[config.mk]
export PLATFORM = sky130hd
export DESIGN_NAME = wb_port_arbiter
export DESIGN_NICKNAME = d
export VERILOG_FILES = /design/src/rtl/wb_port_arbiter.sv
export SDC_FILE = /design/constraint.sdc
export NUM_CORES = 1
export LEC_CHECK = 0
export CELL_PAD_IN_SITES_DETAIL_PLACEMENT = 1
export CELL_PAD_IN_SITES_GLOBAL_PLACEMENT = 1
export CORE_ASPECT_RATIO = 0.75
export CORE_MARGIN = 5
export CORE_UTILIZATION = 34
export DETAILED_ROUTE_END_ITERATION = 6
export PLACE_DENSITY_LB_ADDON = 0.1
export SLEW_MARGIN = 15
export SYNTH_ARGS = -nofsm -noshare
export SYNTH_HDL_FRONTEND = slang
export SYNTH_SLANG_ARGS = --single-unit
[constraint.sdc]
create_clock -name clk -period 2.8 [get_ports clk]
set_clock_uncertainty 0.2 [all_clocks]
set_input_delay 0.42 -clock clk [delete_from_list [all_inputs] [get_ports clk]]
set_output_delay 0.42 -clock clk [all_outputs]
set_load 0.03 [all_outputs]
[src/rtl/wb_port_arbiter.sv]
// Register-file write-port arbiter. Pipeline writeback always owns the port; results from the
// long-latency unit wait in a 2-entry ordered buffer that drains on idle writeback cycles.
module wb_port_arbiter #(
    parameter int unsigned STARVE_LIMIT = 8
) (
    input  logic        clk,
    input  logic        rst_n,
    input  logic        wb_RegWrite,
    input  logic [4:0]  wb_DestReg,
    input  logic [31:0] wb_data,
    input  logic        lu_valid,
    input  logic [4:0]  lu_DestReg,
    input  logic [31:0] lu_data,
    output logic        lu_ready,
    input  logic [4:0]  rs_in,
    input  logic [4:0]  rt_in,
    output logic        pend_rs,
    output logic        pend_rt,
    output logic        rf_we,
    output logic [4:0]  rf_waddr,
    output logic [31:0] rf_wdata,
    output logic        stall_req
);
    localparam int unsigned REG_W  = 5;
    localparam int unsigned DATA_W = 32;
    localparam int unsigned CNT_W  = 4;

    logic [1:0]        count, countNext;
    logic [REG_W-1:0]  dest0, dest1, dest0Next, dest1Next;
    logic [DATA_W-1:0] data0, data1, data0Next, data1Next;
    logic [CNT_W-1:0]  starve, starveNext;
    logic              stallNext;
    logic              readyEn;

    logic              pipeActive, drain, accept, store, headLeave;
    logic              live0, live1;
    logic [REG_W-1:0]  tDest0, tDest1;
    logic [DATA_W-1:0] tData0, tData1;

    // Gating with rst_n keeps the port quiet while reset is held.
    assign pipeActive = rst_n && wb_RegWrite && (wb_DestReg != '0);
    assign lu_ready   = readyEn && (count != 2'd2);
    assign accept     = lu_valid && lu_ready;
    assign store      = accept && (lu_DestReg != '0) && !(pipeActive && (lu_DestReg == wb_DestReg));
    assign drain      = !pipeActive && (count != 2'd0);
    assign headLeave  = (count != 2'd0) && (drain || (pipeActive && (dest0 == wb_DestReg)));

    assign pend_rs = (rs_in != '0) && (((count != 2'd0) && (dest0 == rs_in)) ||
                                       ((count == 2'd2) && (dest1 == rs_in)));
    assign pend_rt = (rt_in != '0) && (((count != 2'd0) && (dest0 == rt_in)) ||
                                       ((count == 2'd2) && (dest1 == rt_in)));

    // Write-port select
    always_comb begin
        rf_we    = 1'b0;
        rf_waddr = '0;
        rf_wdata = '0;
        if (pipeActive) begin
            rf_we    = 1'b1;
            rf_waddr = wb_DestReg;
            rf_wdata = wb_data;
        end else if (count != 2'd0) begin
            rf_we    = 1'b1;
            rf_waddr = dest0;
            rf_wdata = data0;
        end
    end

    // Buffer update: drain head, kill WAW matches, compact, then append at the tail
    always_comb begin
        dest0Next = dest0;
        dest1Next = dest1;
        data0Next = data0;
        data1Next = data1;
        countNext = 2'd0;
        tDest0    = dest0;
        tData0    = data0;
        tDest1    = dest1;
        tData1    = data1;
        live0     = (count != 2'd0);
        live1     = (count == 2'd2);
        if (drain) begin
            tDest0 = dest1;
            tData0 = data1;
            live0  = (count == 2'd2);
            live1  = 1'b0;
        end
        if (pipeActive && (tDest0 == wb_DestReg)) live0 = 1'b0;
        if (pipeActive && (tDest1 == wb_DestReg)) live1 = 1'b0;
        if (live0) begin
            dest0Next = tDest0;
            data0Next = tData0;
            countNext = 2'd1;
            if (live1) begin
                dest1Next = tDest1;
                data1Next = tData1;
                countNext = 2'd2;
            end
        end else if (live1) begin
            dest0Next = tDest1;
            data0Next = tData1;
            countNext = 2'd1;
        end
        if (store) begin
            if (countNext == 2'd0) begin
                dest0Next = lu_DestReg;
                data0Next = lu_data;
            end else begin
                dest1Next = lu_DestReg;
                data1Next = lu_data;
            end
            countNext = countNext + 2'd1;
        end
    end

    // Head starvation counter and stall request
    always_comb begin
        starveNext = starve;
        stallNext  = stall_req;
        if ((count == 2'd0) || headLeave) begin
            starveNext = '0;
            stallNext  = 1'b0;
        end else begin
            if (starve < CNT_W'(STARVE_LIMIT)) starveNext = starve + CNT_W'(1);
            if (starveNext == CNT_W'(STARVE_LIMIT)) stallNext = 1'b1;
        end
    end

    always_ff @(posedge clk or negedge rst_n) begin
        if (!rst_n) begin
            count     <= 2'd0;
            dest0     <= '0;
            dest1     <= '0;
            data0     <= '0;
            data1     <= '0;
            starve    <= '0;
            stall_req <= 1'b0;
            readyEn   <= 1'b0;
        end else begin
            count     <= countNext;
            dest0     <= dest0Next;
            dest1     <= dest1Next;
            data0     <= data0Next;
            data1     <= data1Next;
            starve    <= starveNext;
            stall_req <= stallNext;
            readyEn   <= 1'b1;
        end
    end
endmodule

==> results of run 1 <==
per-layer routing:
metal	global-route usage, %	wire length [um]	vias up
met2	30.7	6870	81
met5	0	0	-
li1	-	-	1804
met1	27.0	7170	1939
met3	4.26	666	12
met4	4.48	150	0
kinds of logic (layout without fill, tap and decap cells):
kind of cell | Yosys count | after routing
fa+ha+maj | 4 | 4
compound gates | 133 | 133
xor+xnor | 36 | 36
buf+inv | 39 | 223
other cells | 1 | 1
simple gates | 53 | 53
mux | 42 | 42
flops | 82 | 82
where the power goes:
part           internal [uW]  switching, uW  total, uW
sequential              1490            233       1720
clock                    688            456       1140
combinational            826            655       1480
cells in the final DEF, fill, tap and decap left out, types with 3 or more instances in the layout:
| master | instances |
|---|---|
| a21oi_1 | 5 |
| a22o_1 | 36 |
| a31oi_1 | 3 |
| and2_1 | 3 |
| buf_16 | 3 |
| buf_4 | 102 |
| buf_6 | 6 |
| clkbuf_16 | 9 |
| clkdlybuf4s50_1 | 82 |
| dfrtp_1 | 80 |
| dlygate4sd2_1 | 3 |
| ha_1 | 3 |
| inv_1 | 4 |
| mux2_2 | 7 |
| mux2_4 | 31 |
| mux2i_1 | 4 |
| nand2_1 | 5 |
| nand2b_1 | 4 |
| nand3_1 | 3 |
| nand4_1 | 3 |
| nor2_1 | 9 |
| nor2b_1 | 3 |
| nor3_1 | 9 |
| nor4_1 | 3 |
| o21a_1 | 37 |
| o22a_1 | 36 |
| xnor2_1 | 12 |
| xor2_1 | 23 |
through the flow:
stage / worst slack [ps] / TNS (ps) / utilization [%] / instance area (um^2) / hold WS, ps
6_report: -13.3 / -75.4 / 53.2 / 6900 / 28.5
3_5_place_dp: -664 / -50580 / 49.0 / 6350 / 283
3_3_place_gp: -606 / -47760 / 49.0 / 6350 / 282
5_1_grt: -128 / -5910 / 53.2 / 6900 / 66.9
4_1_cts: -9.85 / -46.7 / 53.3 / 6910 / 36.2
2_1_floorplan: -278 / -15260 / - / 4700 / -75.6
path summary, 6_finish.rpt:
path | start | cells after the start | endpoint
worst min-delay path | rst_n | 2 | starve[2]
worst max-delay path | count[0] | 12 | data1[15]
worst min register to register | data0[16] | 1 | data0[16]
min in group clk | data0[16] | 1 | data0[16]
worst max register to register | count[0] | 12 | data1[15]
max in group asynchronous | rst_n | 3 | data0[10]
cells in the mapped netlist (all sizes together) (4+ instances only):
master  count
nand2b      4
o21a       37
xnor2      12
buf        16
nor2b       4
nor2       10
dfrtp      82
nor3       10
a22o       36
clkbuf     18
or2         4
xor2       24
ha          4
nand2       6
a31oi       5
inv         5
mux2i       4
o22a       36
a21oi       6
mux2       38
worst max-delay path, cell delays in order (launching register included):
cell and delay, ps:
dfrtp_2 470, o2bb2ai_4 200, o31ai_4 110, buf_4 150
a2111oi_4 430, a31oi_4 150, inv_2 110, ha_4 150
nor2b_4 50, buf_6 120, buf_8 130, buf_16 130
mux2_4 290
cell type report:
cell class	count	area [um^2]	share of cell area, %
sequential	82	2050	29.8
clock inverter	5	55.1	0.798
clock buffer	11	233	3.38
tap	171	214	3.10
inverter	5	18.8	0.272
timing repair buffer	202	1840	26.7
multi-input combinational	269	2480	35.9
flip-flops by register name, summed over array words and instances, names as in the netlist:
register / count
starve: 4
data1: 32
count: 2
dest1: 5
dest0: 5
stall_req: 1
data0: 32
readyEn: 1
repair_timing:
action / CTS / global route
endpoints found under the setup margin: 107 / 101
resized for setup: 35 / 8
pin swaps: 5 / 5
hold endpoints to repair: 0 / 0
cloned: 4 / 0
buffers inserted: 13 / 3
hold buffers: 0 / 0
==> impl_metrics.yaml, run 1 <==
run_status:
  status: "finished, violations left"
  violations: "negative setup slack"
synthesis:
  synth_simple_gate_area_share_pct: 6.44
  synth_xor_area_share_pct: 6.99
  syn_nets: 482
  netlist.top_cell.by_area: "dfrtp_1"
  syn-cell-area_mm2: 0.00451
  synth-seq-area-share_pct: 45.5
  synthCells: 390
  synth_edf_count: 0
  syn_area_per_cell_um2: 11.6
  yosys-top-cells-area: "dfrtp_1 (46%), mux2_2 (9.2%), a22o_1 (7.0%), o22a_1 (7.0%), o21a_1 (6.2%)"
  synth_top_family_by_area: "compound AO/OA/AOI/OAI gates"
  netlist.area_leader.share_pct: 45.5
  synth_warnings: 0
  synth_adder_area_share_pct: 1.11
  async_flop_share_pct: 100
  ys_ff_latch: 82
  yosysUniqueCellTypes: 45
  synth-main-ff-cell: "dfrtp_1"
  synth_mux_area_share_pct: 10.5
  synth-compound-area-share_pct: 24.7
sta:
  post-route-period-util_pct: 100
  worst_pin_slew_ps: 616
  slew_violations: 0
  setup-violations-final: 10
  timing.final.crit_period_ps: 2810
  finalWorstSetupSlack_ps: -13.3
  rsz0062_at_grt: "yes"
  final_hold_viol_count: 0
  maxSlewHeadroom_pct: 59.0
  clock.fmax_ghz: 0.355
clock_network:
  clockBufferDepth: 2
  numClockSinks: 82
  insertion_delay_ps: 330
  root_buffer: "clkbuf_16"
  clk_transition_reported_paths_ps: 60
  numCtsBuffers: 9
  ctsHtreeMaxLevel: 3
  cts_tree: "built"
power_and_ir_drop:
  irDropWorstVdd_mv: 0.327
  p_leak_uw: 0.00295
  total_power_uw: 4340
  power.density_mw_per_mm2: 630
critical_path:
  worst_ep_required_time_ps: 2810
  setup.worst_path.class: "register to register"
  worstSetupStartpointType: "register"
  arrival_ps: 2820
  cp_max_fo: 6
  crit_path_end_kind: "register"
  r2r_setup_slack_ps: -10
floorplan:
  design.die.area_mm2: 0.0157
  die_h_um: 110
  io_pins: 130
  core-area_mm2: 0.0130
  dieWidth_um: 143
  start_util_pct: 34.8
  row_count: 36
route:
  drt_first_pass_iters: 4
  wl_per_cell_um: 19.9
  drcViolationCount: 0
  vias_per_cell: 5.15
  via_count: 3836
  drt-initial-drc-count: 151
  wl_um: 14900
  antenna_left: 0
finish:
  final_nets: 661
  drive_gt1_share_pct: 33.4
  fin_cells: 745
  syn_to_final_growth_pct: 53.0
  antenna_cells: 0
  fillCellCount: 1377
global_route:
  globalRouteOverflowTotal: 0
  grt_pass1_vias: 4272
  grt_usage_pct: 19.3
  antenna_found_initial: 0
  grt_first_pass_wirelength_um: 23700
  grt_max_degree: 49
place:
  place_congestion: 0.860
  dp_cells: 714
  place_hpwl_um: 10800
  io_buffers: 129
run:
  cap_violations: 0
min_path:
  hp-class: "input port to async pin"
No activity file was read; power rests on OpenSTA's default activity.
==> run 2: changes to the inputs <==
- GPL_TIMING_DRIVEN: unset -> 0
- PLACE_DENSITY: unset -> 0.78
- PLACE_DENSITY_LB_ADDON: 0.1 -> unset
==> run 2 against run 1 <==
Compared with the run above:
- the run still ends with negative setup slack left
- worst setup slack got worse by 74 ps
- critical endpoint is now data1[10]
- highest routed layer unchanged
- non-clock buffer count decreased by 7
- core utilization is 1.5 points higher
- die area did not move
- design area up 2.9%
- sequential power is essentially flat
- first-iteration DRC count fell by 9.9%
==> impl_metrics.yaml, run 2 (same netlist as run 1, synthesis figures left out) <==
run_status:
  status: "finished, violations left"
  violations: "negative setup slack"
critical_path:
  r2r_cells: 11
  setup.worst_path.class: "input port to register"
  cp_max_fo: 6
  crit_path_end_kind: "register"
  arrival_ps: 2910
  worst_ep_required_time_ps: 2820
  worstSetupStartpointType: "input port"
global_route:
  antenna_found_initial: 0
  grt_first_pass_wirelength_um: 25500
  grtUsageMet1_pct: 25.7
  grt_max_degree: 59
  grt_usage_pct: 21.0
  use_met2_pct: 37.1
  grtUsageMet3_pct: 6.04
  top_usage_layer: "met2"
  grt_pass1_vias: 4541
  globalRouteOverflowTotal: 0
clock_network:
  insertion_delay_ps: 340
  root_buffer: "clkbuf_16"
  numClockSinks: 82
  cts_tree: "built"
  clk_transition_reported_paths_ps: 60
  ctsHtreeMaxLevel: 3
  clockBufferDepth: 2
  numCtsBuffers: 9
finish:
  final_area_mm2: 0.00709
  final-seq-area_mm2: 0.00206
  fillCellCount: 1331
  final_util_pct: 54.7
  final_cell_mix: "clkdlybuf4s50_1 (81), dfrtp_1 (79), mux2_4 (37), o21a_1 (37)"
  fin_cells: 738
  syn_to_final_growth_pct: 57.3
  final_nets: 654
  largestRegisters: "data0 (32), data1 (32)"
  multi_input_area_mm2: 0.00253
  antenna_cells: 0
  layout_commonest_cell: "clkdlybuf4s50_1"
  drive_gt1_share_pct: 32.5
sta:
  timing.final.crit_period_ps: 2890
  maxSlewHeadroom_pct: 55.5
  post-route-period-util_pct: 103
  worst_pin_slew_ps: 664
  slew_violations: 0
  setup-violations-final: 19
  final_hold_viol_count: 0
  clock.fmax_ghz: 0.346
  rsz0062_at_grt: "yes"
  finalWorstSetupSlack_ps: -86.9
floorplan:
  core-area_mm2: 0.0130
  die_h_um: 110
  io_pins: 130
  design.die.area_mm2: 0.0157
  row_count: 36
  start_util_pct: 34.8
  dieWidth_um: 143
power_and_ir_drop:
  seq_power_share_pct: 38.2
  p_switching_uw: 1410
  p_int_uw: 3170
  power_frac_clock_pct: 29.4
  p_sw_share_pct: 30.8
  p_leak_uw: 0.00303
  power.density_mw_per_mm2: 646
  p_comb_share_pct: 32.4
  irDropWorstVdd_mv: 0.273
route:
  drt_first_pass_iters: 4
  drcViolationCount: 0
  wl_per_cell_um: 22.8
  antenna_left: 0
  via_count: 3989
  vias_per_cell: 5.41
  wl_um: 16800
  drt-initial-drc-count: 136
place:
  dpl-instance-area_mm2: 0.00618
  dp_cells: 686
  place_congestion: 0.850
  place_hpwl_um: 11100
  io_buffers: 124
min_path:
  hp-class: "register to register"
  hold_depth: 1
run:
  cap_violations: 0
run 2: metrics by stage:
step	setup slack [ps]	TNS (ps)	power [uW]	hold slack [ps]
after detailed placement	-1190	-106360	3120	170
after CTS	-155	-3480	4570	299
after global placement	-4200	-619480	3040	275
after global routing	-115	-2480	4790	308
final	-86.9	-1320	4580	295
after floorplan	-278	-15260	2560	-75.6
run 2: worst paths after layout:
path                              to           from  slack [ps]
max reg2reg                data1[10]       count[1]         -70
min reg2reg                data0[27]      data0[27]         290
min in group asynchronous   data0[7]          rst_n         630
max in group asynchronous   dest1[1]          rst_n        1460
max                        data1[10]  wb_DestReg[1]         -90
min                        data0[27]      data0[27]         290
run 2: layout make-up:
| cell class | instances | share of cell area, % |
|---|---|---|
| Buffer | 26 | 4.41 |
| Clock buffer | 11 | 3.28 |
| Clock inverter | 5 | 1.45 |
| Inverter | 5 | 0.265 |
| Multi-Input combinational cell | 269 | 35.6 |
| Sequential cell | 82 | 29.0 |
| Tap cell | 171 | 3.02 |
| Timing Repair Buffer | 169 | 23.0 |
run 2: per-layer routing:
| metal | vias to the layer above | wire [um] |
|---|---|---|
| li1 | 1799 | - |
| met1 | 2038 | 7240 |
| met2 | 127 | 8290 |
| met3 | 25 | 1070 |
| met4 | 0 | 210 |
| met5 | - | 0 |
run 2: power groups by stage:
stage | Clock [uW] | Combinational [uW] | Sequential (uW)
after floorplan | 0 | 931 | 1630
after global routing | 1420 | 1580 | 1790
final | 1350 | 1480 | 1750
after detailed placement | 0 | 1420 | 1700
after CTS | 1370 | 1480 | 1720
after global placement | 0 | 1360 | 1680
run 2: what timing repair did:
action                                  4_1_cts  5_1_grt
hold buffers                                  2        0
pin swaps                                     5       18
buffers inserted                             30       10
endpoints found under the hold margin        24        0
gates resized for setup                     268       26
endpoints found under the setup margin      115      105
cloned                                        4        1
run 2: critical path, stage by stage:
cell	delay, ps
buf_4	150
or3_4	360
o31ai_4	300
mux2_4	370
a31oi_4	170
inv_2	70
ha_4	180
nor2b_4	190
buf_12	150
buf_12	110
buf_12	120
mux2_4	300
